===== src/rtl/keypad_pkg.sv =====
// Shared definitions for the matrix keypad front end: FSM encoding, key codes
// and the (row, column) to key-code map.
package keypad_pkg;

  typedef enum logic [1:0] {
    ST_SCAN     = 2'd0,
    ST_DEBOUNCE = 2'd1,
    ST_EMIT     = 2'd2,
    ST_RELEASE  = 2'd3
  } state_t;

  localparam logic [3:0] KEY_A    = 4'd10;
  localparam logic [3:0] KEY_B    = 4'd11;
  localparam logic [3:0] KEY_C    = 4'd12;
  localparam logic [3:0] KEY_D    = 4'd13;
  localparam logic [3:0] KEY_STAR = 4'd14;
  localparam logic [3:0] KEY_HASH = 4'd15;

  localparam logic [3:0] COL_IDLE_INIT = 4'b1110;

  // Digits decode to their BCD value; non-digit keys use codes above 9.
  function automatic logic [3:0] key_decode(input logic [1:0] row_idx, input logic [1:0] col_idx);
    logic [3:0] code;
    case ({row_idx, col_idx})
      4'b00_00: code = 4'd1;
      4'b00_01: code = 4'd2;
      4'b00_10: code = 4'd3;
      4'b00_11: code = KEY_A;
      4'b01_00: code = 4'd4;
      4'b01_01: code = 4'd5;
      4'b01_10: code = 4'd6;
      4'b01_11: code = KEY_B;
      4'b10_00: code = 4'd7;
      4'b10_01: code = 4'd8;
      4'b10_10: code = 4'd9;
      4'b10_11: code = KEY_C;
      4'b11_00: code = KEY_STAR;
      4'b11_01: code = 4'd0;
      4'b11_10: code = KEY_HASH;
      4'b11_11: code = KEY_D;
      default:  code = KEY_HASH;
    endcase
    return code;
  endfunction

endpackage


===== src/rtl/keypad_row_sync.sv =====
// Two-flop synchronizer for the asynchronous keypad row inputs; resets to
// the released (all-high) level.
module keypad_row_sync (
  input  logic       clk,
  input  logic       reset,
  input  logic [3:0] row_n_i,
  output logic [3:0] row_s_o
);

  logic [3:0] meta_q;
  logic [3:0] sync_q;

  always_ff @(posedge clk) begin
    if (reset) begin
      meta_q <= 4'b1111;
      sync_q <= 4'b1111;
    end else begin
      meta_q <= row_n_i;
      sync_q <= meta_q;
    end
  end

  assign row_s_o = sync_q;

endmodule


===== src/rtl/keypad_scanner.sv =====
// 4x4 active-low keypad scanner: column rotation, press/release debounce and
// one-cycle digit/equals and clear strobes toward the code checker.
module keypad_scanner
  import keypad_pkg::*;
#(
  parameter int SCAN_DIV = 1000,
  parameter int DEBOUNCE = 4
) (
  input  logic       clk,
  input  logic       reset,
  input  logic [3:0] row_n,
  output logic [3:0] col_n,
  output logic [3:0] digit,
  output logic       equals,
  output logic       clear,
  output logic       busy
);

  localparam int SW = (SCAN_DIV > 1) ? $clog2(SCAN_DIV) : 1;
  localparam int DW = $clog2(DEBOUNCE + 1);
  localparam logic [SW-1:0] SLOT_LAST = SW'(SCAN_DIV - 1);
  localparam logic [DW-1:0] DEB_MAX   = DW'(DEBOUNCE);

  logic [3:0]    row_s;
  state_t        state_q;
  logic [SW-1:0] slot_q;
  logic [DW-1:0] deb_q;
  logic [3:0]    col_n_q;
  logic [1:0]    cand_row_q;
  logic [1:0]    cand_col_q;
  logic [3:0]    digit_q;
  logic          equals_q;
  logic          clear_q;
  logic          busy_q;

  logic          sample_s;
  logic          row_one_s;
  logic [1:0]    row_idx_s;
  logic [1:0]    col_idx_s;
  logic          row_match_s;
  logic          emit_now_s;
  logic [3:0]    emit_key_s;

  keypad_row_sync u_row_sync (
    .clk     (clk),
    .reset   (reset),
    .row_n_i (row_n),
    .row_s_o (row_s)
  );

  always_comb begin
    sample_s  = (slot_q == SLOT_LAST);
    row_one_s = 1'b1;
    row_idx_s = 2'd0;
    case (row_s)
      4'b1110: row_idx_s = 2'd0;
      4'b1101: row_idx_s = 2'd1;
      4'b1011: row_idx_s = 2'd2;
      4'b0111: row_idx_s = 2'd3;
      default: row_one_s = 1'b0;
    endcase
    case (col_n_q)
      4'b1110: col_idx_s = 2'd0;
      4'b1101: col_idx_s = 2'd1;
      4'b1011: col_idx_s = 2'd2;
      4'b0111: col_idx_s = 2'd3;
      default: col_idx_s = 2'd0;
    endcase
    row_match_s = (row_s == ~(4'b0001 << cand_row_q));
    // With DEBOUNCE==1 the first sample in SCAN already completes the press.
    emit_now_s = sample_s &&
                 (((state_q == ST_SCAN) && row_one_s && (DEB_MAX == DW'(1))) ||
                  ((state_q == ST_DEBOUNCE) && row_match_s && ((deb_q + DW'(1)) == DEB_MAX)));
    emit_key_s = (state_q == ST_SCAN) ? key_decode(row_idx_s, col_idx_s)
                                      : key_decode(cand_row_q, cand_col_q);
  end

  always_ff @(posedge clk) begin
    if (reset) begin
      state_q    <= ST_SCAN;
      slot_q     <= '0;
      deb_q      <= '0;
      col_n_q    <= COL_IDLE_INIT;
      cand_row_q <= 2'd0;
      cand_col_q <= 2'd0;
      digit_q    <= 4'd0;
      equals_q   <= 1'b0;
      clear_q    <= 1'b0;
      busy_q     <= 1'b0;
    end else begin
      slot_q   <= sample_s ? '0 : slot_q + SW'(1);
      equals_q <= 1'b0;
      clear_q  <= 1'b0;

      if (emit_now_s) begin
        if (emit_key_s <= 4'd9) begin
          digit_q  <= emit_key_s;
          equals_q <= 1'b1;
        end else if (emit_key_s == KEY_STAR) begin
          clear_q <= 1'b1;
        end
      end

      case (state_q)
        ST_SCAN: begin
          if (sample_s) begin
            if (row_one_s) begin
              cand_row_q <= row_idx_s;
              cand_col_q <= col_idx_s;
              deb_q      <= DW'(1);
              busy_q     <= 1'b1;
              state_q    <= emit_now_s ? ST_EMIT : ST_DEBOUNCE;
            end else begin
              col_n_q <= {col_n_q[2:0], col_n_q[3]};
            end
          end
        end
        ST_DEBOUNCE: begin
          if (sample_s) begin
            if (row_match_s) begin
              deb_q <= deb_q + DW'(1);
              if (emit_now_s) state_q <= ST_EMIT;
            end else begin
              deb_q   <= '0;
              busy_q  <= 1'b0;
              state_q <= ST_SCAN;
            end
          end
        end
        ST_EMIT: begin
          deb_q   <= '0;
          state_q <= ST_RELEASE;
        end
        ST_RELEASE: begin
          // Any row activity restarts the release count, so bounce never re-fires.
          if (sample_s) begin
            if (row_s == 4'b1111) begin
              if ((deb_q + DW'(1)) == DEB_MAX) begin
                deb_q   <= '0;
                busy_q  <= 1'b0;
                col_n_q <= {col_n_q[2:0], col_n_q[3]};
                state_q <= ST_SCAN;
              end else begin
                deb_q <= deb_q + DW'(1);
              end
            end else begin
              deb_q <= '0;
            end
          end
        end
        default: begin
          deb_q   <= '0;
          busy_q  <= 1'b0;
          state_q <= ST_SCAN;
        end
      endcase
    end
  end

  assign col_n  = col_n_q;
  assign digit  = digit_q;
  assign equals = equals_q;
  assign clear  = clear_q;
  assign busy   = busy_q;

endmodule


===== config.mk =====
export PLATFORM = sky130hd
export DESIGN_NAME = keypad_scanner
export DESIGN_NICKNAME = d
export VERILOG_FILES = /design/src/rtl/keypad_pkg.sv /design/src/rtl/keypad_row_sync.sv /design/src/rtl/keypad_scanner.sv
export SDC_FILE = /design/constraint.sdc
export NUM_CORES = 1
export LEC_CHECK = 0
export ABC_AREA = 1
export CAP_MARGIN = 0
export CORE_MARGIN = 2
export CORE_UTILIZATION = 35
export CTS_CLUSTER_SIZE = 10
export DETAILED_ROUTE_END_ITERATION = 7
export PLACE_DENSITY = 0.52
export SKIP_LAST_GASP = 1
export SLEW_MARGIN = 20
export SYNTH_ARGS = -nofsm -noshare
export SYNTH_HDL_FRONTEND = slang
export SYNTH_SLANG_ARGS = --single-unit

===== constraint.sdc =====
create_clock -name clk -period 2.4 [get_ports clk]
set_input_delay 0.36 -clock clk [delete_from_list [all_inputs] [get_ports clk]]
set_output_delay 0.36 -clock clk [all_outputs]
set_load 0.01 [all_outputs]

Word level (Yosys, flattened, before mapping)
Memory sizes are Yosys's and may differ from the RTL's. A register that Yosys moved wholly into a read port is not among the register bits. Cells that the tools add are included.

Shifts and indexed selects: 1. Mux-type cells: 40. $lt $le $gt $ge: 1. Bitwise operators: 2. Add/sub/neg operators: 2. Reductions and logical operators: 16. Equality and inequality tests: 24.

Operators by type and width (count): 4-bit two-way mux (8); 4-bit equality test, second input constant (7); 3-bit two-way mux (7); 2-bit two-way mux (9); 2-bit inequality test, second input constant (8); 2-bit case mux with 3 select lines (2); 3-bit case mux with 4 select lines (1); 10-bit by 1-bit adder with 10-bit output, second input constant (1); 10-bit equality test, second input constant (1); 1-bit two-way mux (10); 4-bit by 3-bit equality test with 1-bit output, second input constant (2); 2-bit case mux with 4 select lines (1); 4-bit case mux with 2 select lines (1); 8-bit AND reduction (1); 7-bit AND reduction (1); 6-bit AND reduction (1); 2-bit equality test, second input constant (2); 4-bit equality test (1); 4-bit <= comparator, second input constant (1); 4-bit inverter (1); 4-bit AND reduction (1); 2-bit OR reduction (2); 4-bit OR reduction (1); 1-bit by 2-bit left shift with 4-bit output, first input constant (1); 13 further kinds (15).

Logic and storage cells: 100. Memories kept: 2. Input port bits: 6. ROM bits: 128. Register bits: 38. Output and inout bits: 11.

Memory list: (name not given) (words 16, width 4, read ports 1, clocked after Yosys merged registers in 0, wr ports 0, RTL line keypad_pkg.sv:24) `case ({row_idx, col_idx})`; (name not given) (words 16, width 4, read ports 1, clocked after Yosys merged registers in 1, wr ports 0, RTL line keypad_pkg.sv:24).

Depth between registers and ports, before layout
Gate-level depths: netlist of run 1.

Depth after elaboration: 10. Mapped depth: 16. Gate-level depth less buffers: 16.

Cells and area by module
Synthesis of run 1 repeated with hierarchy kept, for this count alone.

Cells, all modules: 318. Area, all modules: 2316.0 sq um.

By module, submodules not included: keypad_scanner (times used 1, sequential area each 680.7 sq um, area an instance 2092.0 sq um, cells each 293); keypad_row_sync (times used 1, sequential area each 160.2 sq um, area an instance 224.0 sq um, cells each 25).

Worst setup path after synthesis of run 1
Ideal clock, no wire load.

Kind: reg-to-reg. Start: reg slot_q[0]. End: reg (tool-made name). Slack: 0.451 ns. Data required time: 2.288 ns. Buffers on the path: 0. Library setup time: 0.112 ns. Period minus slack after synthesis: 1.949 ns. Stages on the path, launching flop included: 12. Data arrival time: 1.837 ns. Cells stage by stage: dfxtp_1 ha_1 nand3_1 nor3_4 nand4_1 a21oi_2 inv_1 ha_1 nand2_1 nand2_1 nand2_1 nand2_1.

RTL lines: start: declaration (RTL line keypad_scanner.sv:26) `logic [SW-1:0] slot_q;`; start signal: assignment (RTL line keypad_scanner.sv:91) `slot_q <= sample_s ? '0 : slot_q + SW'(1);`.

==> impl_results.md, run 1 <==
* Syn Inst Count at 308
* RSZ-0062 raised after global routing: no
* Yosys Warn Count at 0
* Total CTS buffers at 5
* Most frequent cell after synthesis: nand2_1
* Synth Area in Adders at 5.58%
* Final hold violation count at 0
* All-Layer GR Usage at 13.8%
* F_max at 473 MHz
* Period utilisation layout at 88.2%
* Number of I/O pins at 17
* Largest family of logic cells by synthesized area: simple AND/OR/NAND/NOR gates
* Hold Crit Endpoint: u_row_sync.row_s_o[2]
* Sequential area share after synthesis at 37.5%
* Crit start category: register
* DIE HEIGHT at 84.0 um
* Vias per cell at 4.76
* Placer congestion estimate at 0.828
* Post-synth ARST share at 0%
* Nets@finish at 348
* Clock Latency Late Sink at 0.29 ns
* Post-Synth XOR/XNOR Area at 0.781%
* Port-buffer cells at 16
* CP endpoint kind: register
* Post-synth EDFFs at 0
* FP Rows at 29
* Tightest Pin Transition at 0.479 ns
* Yosys top cell area share at 37.5%
* Mapped Avg Cell Area at 7.28 um^2
* Max-cap viol count at 0
* Final setup TNS at 0 ns
* Post-synth top cells: nand2_1, dfxtp_1, inv_1
* Multi-input logic area at 1240 um^2
* Layout cell share with drive strength beyond 1 at 15.6%
* Leakage power at 1.19 nW
* R2R Setup Slk at 0.28 ns
* Hold path cells at 1
* DRT iter0 DRCs at 66
* DRC at 0
* FF/Latch Area at 841 um^2
* Area contributors post-synth: dfxtp_1, nand2_1, ha_1
* Finish-stage setup viols at 0
* Cell mode on critical path: nand2_1
* Cell Chain, Critical Path: ha_1 > nand3_1 > nor3_4 > nand4_1 > a21oi_2 > inv_1 > ha_1 > nand2_1 > nand2_1 > nand2_1 > nand2_1
* Clock Skews at 0.00977 ns
* CTS tree: done
* Largest stage delay, worst path at 0.35 ns
* Post-DP HPWL at 3.47 mm
* Antenna cells at 0
* Predominant post-synthesis flop cell: dfxtp_1
* Overall Power at 1.28 mW
* CP top delay family: simple AND/OR/NAND/NOR gates
* Wire length per cell at 10.8 um
* First-pass GRT wire length at 7.99 mm
* Post-Route WL at 4.44 mm
* Die area at 7060 um^2
* Area growth, synth to finish at 16.4%
* Hold path start: u_row_sync.meta_q[2]
* Maximum vdd drop at 281 uV
* R2r startpoint: slot_q[0]
* CP Buf/Inv Count at 1
* Largest net degree at the start of global routing at 16
* Core area at 6280 um^2
* Critical path's slowest cell: dfxtp_1
* Multiplexer share of the synthesized area at 0%
* Vias in the first global route at 1,823
* First-pass iteration count of the detailed router at 4
* Vias post-DR at 1,952
* CTS max path bufs at 2
* CP required at 2.58 ns
* Outcome: finished, final reports clean
* Setup bufs post-CTS at 0
* Synth Cell Area at 2240 um^2
* Clock root cell: clkbuf_8
* Mapped Nets at 324
* Grt total ovfl at 0
* Fin crit period at 2.12 ns
* Antenna Violating Nets Remaining at 0
* CTS HTree Levels at 2
* Worst Path Arrival at 2.30 ns
* Clock transition at path regs at 0.08 ns
* Synth Area in Compound Gates at 12.1%
* FF+latch count, synth at 42
* Critical-path maximum fanout at 5
* Post-CTS Hold Buffers at 0
* CTS resizes at 0
* Crit path kind: reg2reg
* Initial core utilization at 35.7%
* Synth unique cells at 36
* Pwr dens at 490 nW/um^2
* Initial antenna violation count at 0
* Slew Viols, Final at 0
* Hold Path Class: reg2reg
* Die X-Extent at 84.0 um
* Relative slew slack at 67.7%
* CTS Sinks at 42
* Area leader, netlist: dfxtp_1
* FF-to-FF path depth at 11
* Synthesized-area fraction occupied by and/or/nand/nor cells at 36.9%
* Filler cells at 636
[report_power, final]
part	switching [mW]	total, mW	internal (mW)
clock	0.241	0.472	0.231
sequential	0.00639	0.713	0.707
combinational	0.0583	0.0934	0.0350
total	0.305	1.28	0.973
[worst max-delay path by stage]
stage,from,cells past startpoint,endpoint
detailed placement,slot_q[0],11,register
finish,slot_q[0],11,register
global placement,slot_q[0],11,register
CTS,slot_q[0],11,register
global route,slot_q[0],11,register
floorplan,slot_q[0],11,register
[cell usage in the layout, fill, tap and decap left out, types with 2 or more instances in the layout]
cell / count
o21bai_1: 2
nand4_1: 3
or2_2: 11
nand2_1: 78
nand2_2: 6
ha_1: 10
inv_2: 5
inv_1: 33
nor2_1: 23
o211ai_1: 4
o21ai_0: 10
a21oi_2: 2
o21ai_1: 2
nor2_4: 5
buf_4: 3
clkbuf_8: 6
a21oi_1: 21
dfxtp_1: 42
nand3_1: 24
nor3_1: 6
nand3_4: 2
clkinv_2: 2
o21ai_2: 2
clkdlybuf4s50_1: 16
[state kept, by name, summed over array words and instances (netlist names), named ones only]
name                flops
equals                  1
cand_row_q              2
u_row_sync.meta_q       4
slot_q                 10
cand_col_q              2
col_n                   4
clear                   1
digit                   4
u_row_sync.row_s_o      4
busy                    1
state_q                 2
deb_q                   3
[stage by stage]
step                utilization [%]  cells  hold WS, ns  area (um^2)  setup WS (ns)
floorplan                         -    308        0.389         2240          0.451
global route                   41.6    410        0.421         2610         0.0334
CTS                            41.6    410        0.406         2610          0.250
global placement               40.0    402        0.398         2510          0.352
detailed placement             40.0    402        0.399         2510          0.286
finish                         41.6    410        0.404         2610          0.284
[routing by layer]
layer | global-route usage [%] | vias to the layer above | part of all wire, %
met5 | 0 | - | 0
met3 | 2.97 | 6 | 2.0
met2 | 22.7 | 16 | 46
met1 | 17.4 | 884 | 50
li1 | - | 1046 | -
met4 | 5.28 | 0 | 1.9
[logic make-up (layout without fill, tap and decap cells)]
| logic type | count (synthesis) | after routing |
|---|---|---|
| fa+ha+maj | 10 | 10 |
| xor+xnor | 2 | 2 |
| buf+inv | 42 | 67 |
| flops | 42 | 42 |
| simple gates | 167 | 167 |
| compound gates | 45 | 45 |
[worst reg2reg max path, delay by kind of cell (launching register included)]
kind,cells,cell delay [ns]
compound gates,1,0.28
fa+ha+maj,2,0.49
buf+inv,1,0.12
flops,1,0.35
simple gates,7,0.78
[area by class of cell]
| cell class | instances | area share, % |
|---|---|---|
| well taps | 77 | 3.69 |
| clock buffers | 6 | 3.17 |
| inverters | 40 | 5.90 |
| clock inverters | 2 | 0.480 |
| repair buffers | 19 | 7.00 |
| flip-flops and latches | 42 | 32.2 |
| multi-input cells | 224 | 47.5 |
Note: power is estimated with default switching activity, not from simulation.
==> inputs of run 2 (changes only) <==
- CORE_UTILIZATION: 35 -> 58
- PLACE_DENSITY: 0.52 -> 0.79
- SYNTH_HIERARCHICAL: unset -> 1
- clock period: 2.4 -> 2.1 ns (I/O delays scaled with it)
==> run 2 against run 1 <==
  * Critical path type unchanged
  * Synthesized cell count increased by 3.2%
  * Area after synthesis increased by 3.3%
  * Clock power increased by 10%
  * Cell count decreased by 3.4%
  * Setup slack got worse by 0.12 ns
  * Routed wire length increased by 0.63%
  * Combinational power increased by 15%
  * Sequential share of layout area decreased by 1.2 points
  * Global-route usage increased by 9.3 points
==> impl_results.md, run 2 <==
* FP Rows at 22
* Cell mode on critical path: nand2_1
* Initial antenna violation count at 0
* Period utilisation layout at 92.2%
* Yosys top cell area share at 36.3%
* Critical path's slowest cell: dfxtp_2
* Layout cell share with drive strength beyond 1 at 22.1%
* Max reg flops at 10
* Finish-stage setup viols at 0
* Crit path kind: reg2reg
* Most flop-heavy register: slot_q
* Post-synth top cells: nand2_1, inv_1, dfxtp_1
* Most common cell after layout, fill and taps aside: nand2_1
* Final hold violation count at 0
* Sequential area share after synthesis at 36.3%
* Relative slew slack at 78.4%
* Port-buffer cells at 16
* Pwr dens at 527 nW/um^2
* Maximum vdd drop at 464 uV
* CP endpoint kind: register
* Area leader, netlist: dfxtp_1
* Mapped Nets at 334
* Outcome: finished, final reports clean
* Mapped Avg Cell Area at 7.28 um^2
* CP top delay family: simple AND/OR/NAND/NOR gates
* F_max at 517 MHz
* Cell Chain, Critical Path: nand2_1 > inv_2 > nand3_2 > nor3_4 > nand3_4 > o21ai_4 > and2_4 > inv_1 > ha_1 > nand2_1 > o21ai_1 > nand2_1 > nand2_1
* Clock Latency Late Sink at 0.30 ns
* Leakage power at 1.27 nW
* CP required at 2.30 ns
* Grt total ovfl at 0
* Slew Viols, Final at 0
* Die X-Extent at 67.2 um
* Total CTS buffers at 5
* Clock transition at path regs at 0.08 ns
* Vias in the first global route at 1,877
* Most frequent cells in the layout: nand2_1, inv_1, dfxtp_1
* Number of I/O pins at 17
* CP Buf/Inv Count at 2
* Core area at 3740 um^2
* Area contributors post-synth: dfxtp_1, nand2_1, inv_1
* CTS tree: done
* Critical-path maximum fanout at 5
* DRT iter0 DRCs at 112
* Clock root cell: clkbuf_8
* Max-cap viol count at 0
* Fin crit period at 1.94 ns
* CTS HTree Levels at 2
* Most frequent cell after synthesis: nand2_1
* DIE HEIGHT at 67.2 um
* Predominant post-synthesis flop cell: dfxtp_1
* FF+latch count, synth at 42
* Synth unique cells at 38
* Crit start category: register
* Antenna Violating Nets Remaining at 0
* Filler cells at 312
* Post-CTS Hold Buffers at 0
* CTS max path bufs at 2
* First-pass GRT wire length at 7.93 mm
* Post-Route WL at 4.47 mm
* Min setup slack post-route at 0.165 ns
* Overall Power at 1.45 mW
* DRC at 0
* Vias post-DR at 2,038
* Pre-CTS setup slack at 0.0543 ns
* Tightest Pin Transition at 0.321 ns
* Final setup TNS at 0 ns
* Post-synth ARST share at 0%
* Antenna cells at 0
* Hold Path Class: reg2reg
* Synth Cell Area at 2320 um^2
* Die area at 4510 um^2
* Worst Path Arrival at 2.13 ns
* Largest stage delay, worst path at 0.33 ns
* Yosys Warn Count at 6
* Placer congestion estimate at 0.894
* Nets@finish at 363
* CTS Sinks at 42
* Clock Skews at 0.00965 ns
* Post-DP HPWL at 3.30 mm
* Wire length per cell at 11.3 um
* Largest net degree at the start of global routing at 19
* Post-synth EDFFs at 0
* All-Layer GR Usage at 23.1%
* Worst Hold Slack at 0.415 ns
* Syn Inst Count at 318
* Initial core utilization at 61.9%
* Vias per cell at 5.15
* First-pass iteration count of the detailed router at 4
* Area growth, synth to finish at 18.5%
[run 2: changes by cell type after synthesis, moves of 6 or more]
cell,delta
a21oi_1,-6
or2_2,-10
o21ai_1,+6
inv_1,+14
[run 2: worst paths after layout]
| check | start | end | slack [ns] | depth (start not counted) |
|---|---|---|---|---|
| worst max register to register | slot_q[7] | register | 0.16 | 13 |
| worst min register to register | u_row_sync/meta_q[1] | u_row_sync/row_s_o[1] | 0.41 | 2 |
| worst min-delay path | u_row_sync/meta_q[1] | u_row_sync/row_s_o[1] | 0.41 | 2 |
| worst max-delay path | slot_q[7] | register | 0.16 | 13 |
[run 2: per-stage QoR]
stage / utilization [%] / std cells / instance area [um^2]
after floorplan: - / 318 / 2320
after global placement: 68.7 / 386 / 2570
after detailed placement: 68.7 / 386 / 2570
after CTS: 71.1 / 394 / 2660
after global routing: 73.3 / 396 / 2750
final: 73.3 / 396 / 2750
[run 2: report_power, final]
part | leakage (nW) | switching, mW | total [mW] | internal (mW)
combinational | 0.886 | 0.0655 | 0.107 | 0.0414
sequential | 0.341 | 0.0111 | 0.820 | 0.809
clock | 0.0441 | 0.287 | 0.520 | 0.233
[run 2: worst min-delay path: cells and delay by family (launching register included)]
| family | cells | cell delay, ns |
|---|---|---|
| simple gates | 1 | 0.04 |
| flops | 1 | 0.31 |
| buf+inv | 1 | 0.04 |
[run 2: repair_timing]
action	CTS	global route
endpoints found under the setup margin	0	8
gates resized for setup	0	26
setup buffers	0	2
[run 2: per-layer routing]
layer	track usage (%)	wire, um	up-vias
li1	-	-	1076
met1	30.5	2210	917
met2	35.3	2020	38
met3	5.67	163	7
met4	11.2	68	0
met5	0	0	-
[run 2: cells by family after synthesis]
| kind of cell | after synthesis | share of synthesized area (%) |
|---|---|---|
| fa+ha+maj | 10 | 5.40 |
| simple gates | 163 | 36.3 |
| compound gates | 44 | 11.8 |
| buf+inv | 57 | 9.45 |
| xor+xnor | 2 | 0.756 |
| flops | 42 | 36.3 |
[run 2: layout make-up]
type	count	area, um^2	share of cell area [%]
inverters	55	209	7.61
repair buffers	24	220	8.02
multi-input cells	219	1310	47.9
clock inverters	3	21.3	0.775
clock buffers	5	68.8	2.51
flip-flops and latches	42	852	31.0
well taps	48	60.1	2.19
==> inputs of run 3 (changes only) <==
- SYNTH_HIERARCHICAL: 1 -> unset
==> run 3 against run 2 <==
  * Power grew 7.7%
  * Flip-flop and latch count unchanged
  * First-iteration DRC count up 11%
  * Critical path type unchanged
  * Final area shrank 4.4%
  * Worst hold slack lost 0.0057 ns
==> impl_results.md, run 3 (synthesis gave the netlist of run 1 again) <==
* Outcome: finished, final reports clean
* Finish-stage setup viols at 0
* First-pass GRT wire length at 7.73 mm
* First-pass iteration count of the detailed router at 4
* Clock Skews at 0.00856 ns
* Most flop-heavy register: slot_q
* Placement Cell Area at 2490 um^2
* Port-buffer cells at 16
* Antenna cells at 0
* FP Rows at 22
* Pint at 1.20 mW
* Initial core utilization at 60.8%
* Finished Core Util at 71.2%
* Max reg flops at 10
* Slew Viols, Final at 0
* All-Layer GR Usage at 22.5%
* Pwr dens at 594 nW/um^2
* Tightest Pin Transition at 0.444 ns
* Post-Route WL at 4.39 mm
* CTS max path bufs at 2
* Top Layer Used: met4
* DRT iter0 DRCs at 124
* Maximum vdd drop at 432 uV
* Non-Filler Instances at 384
* M1 wire length at 2.12 mm
* Grt total ovfl at 0
* Clock Latency Late Sink at 0.30 ns
* Core area at 3690 um^2
* Critical-path maximum fanout at 6
* Placer congestion estimate at 0.885
* Largest net degree at the start of global routing at 16
* Number of I/O pins at 17
* Cell area after layout at 2630 um^2
* Worst Path Arrival at 2.16 ns
* Post-Place Cells at 375
* Clock transition at path regs at 0.08 ns
* Max-cap viol count at 0
* Die area at 4380 um^2
* Met3 WL at 126 um
* Initial antenna violation count at 0
* Switch Pwr at 0.356 mW
* CTS HTree Levels at 2
* Vias post-DR at 1,998
* Relative slew slack at 70.2%
* Crit start category: register
* F_max at 511 MHz
* CTS tree: done
* Antenna Violating Nets Remaining at 0
* Clock root cell: clkbuf_8
* Most common cell after layout, fill and taps aside: nand2_1
* DIE HEIGHT at 66.2 um
* Final hold violation count at 0
* CTS Sinks at 42
* Period utilisation layout at 93.2%
* Fin crit period at 1.96 ns
* Die X-Extent at 66.2 um
* Clock power frac at 40.9%
* DRC at 0
* Area growth, synth to finish at 17.1%
* Metal2 WL at 2.06 mm
* Leakage power at 1.21 nW
* Hold Path Class: reg2reg
* Nets@finish at 351
* Crit path kind: reg2reg
* Switch share at 22.8%
* Post-DP HPWL at 3.26 mm
* Total CTS buffers at 5
* Vias per cell at 5.20
* Wire length per cell at 11.4 um
* Most frequent cells in the layout: nand2_1, dfxtp_1, inv_1
* CP endpoint kind: register
* CP required at 2.30 ns
* Layout cell share with drive strength beyond 1 at 17.9%
* Overall Power at 1.56 mW
* Comb pwr share at 6.8%
* Pre-CTS setup slack at 0.0692 ns
* Vias in the first global route at 1,861
* Min setup slack post-route at 0.143 ns
* Sequential share of power at 52.3%
run 3: final timing paths:
path	startpoint	to	slack, ns	depth (start not counted)
setup reg to reg	u_row_sync.row_s_o[3]	register	0.14	12
hold / removal	u_row_sync.meta_q[1]	u_row_sync.row_s_o[1]	0.41	1
setup / recovery	u_row_sync.row_s_o[3]	register	0.14	12
hold reg to reg	u_row_sync.meta_q[1]	u_row_sync.row_s_o[1]	0.41	1
run 3: cell type report:
type                    instances  area (um^2)
flip-flops and latches         42          845
multi-input cells             224         1250
fillers                       312         1060
clock buffers                   6         72.6
clock inverters                 2         37.5
well taps                      48         60.1
repair buffers                 22          205
inverters                      40          154
run 3: power by group through the flow:
stage	clock network [mW]	logic [mW]	registers [mW]
after floorplan	0	0.0760	0.833
after global placement	0	0.104	0.833
after detailed placement	0	0.106	0.834
after CTS	0.647	0.106	0.815
after global routing	0.682	0.120	0.817
final	0.637	0.107	0.815
run 3: worst max-delay path: stages (launching register included):
cell and delay [ns]:
dfxtp_1 0.43, nand2_2 0.14, nor2_4 0.15, o21ai_2 0.08, nand2_4 0.10, nand4_1 0.14, a21oi_2 0.19, inv_1 0.10
ha_1 0.30, nand2_1 0.07, nand2_1 0.05, nand2_1 0.05, nand2_1 0.04
run 3: repair_timing:
item / 4_1_cts / 5_1_grt
buffers inserted: 0 / 1
resized for setup: 0 / 6
hold buffers: 0 / 0
setup endpoints to repair: 0 / 3
run 3: layer usage:
layer,vias to the layer above,GRT usage [%]
met4,0,8.16
met5,-,0
li1,1050,-
met1,909,28.2
met2,30,38.0
met3,9,4.60
run 3: metrics by stage:
step	TNS (ns)	hold slack [ns]
6_report	0	0.409
5_1_grt	-0.00955	0.437
4_1_cts	0	0.410
3_5_place_dp	0	0.393
3_3_place_gp	0	0.397
2_1_floorplan	0	0.389
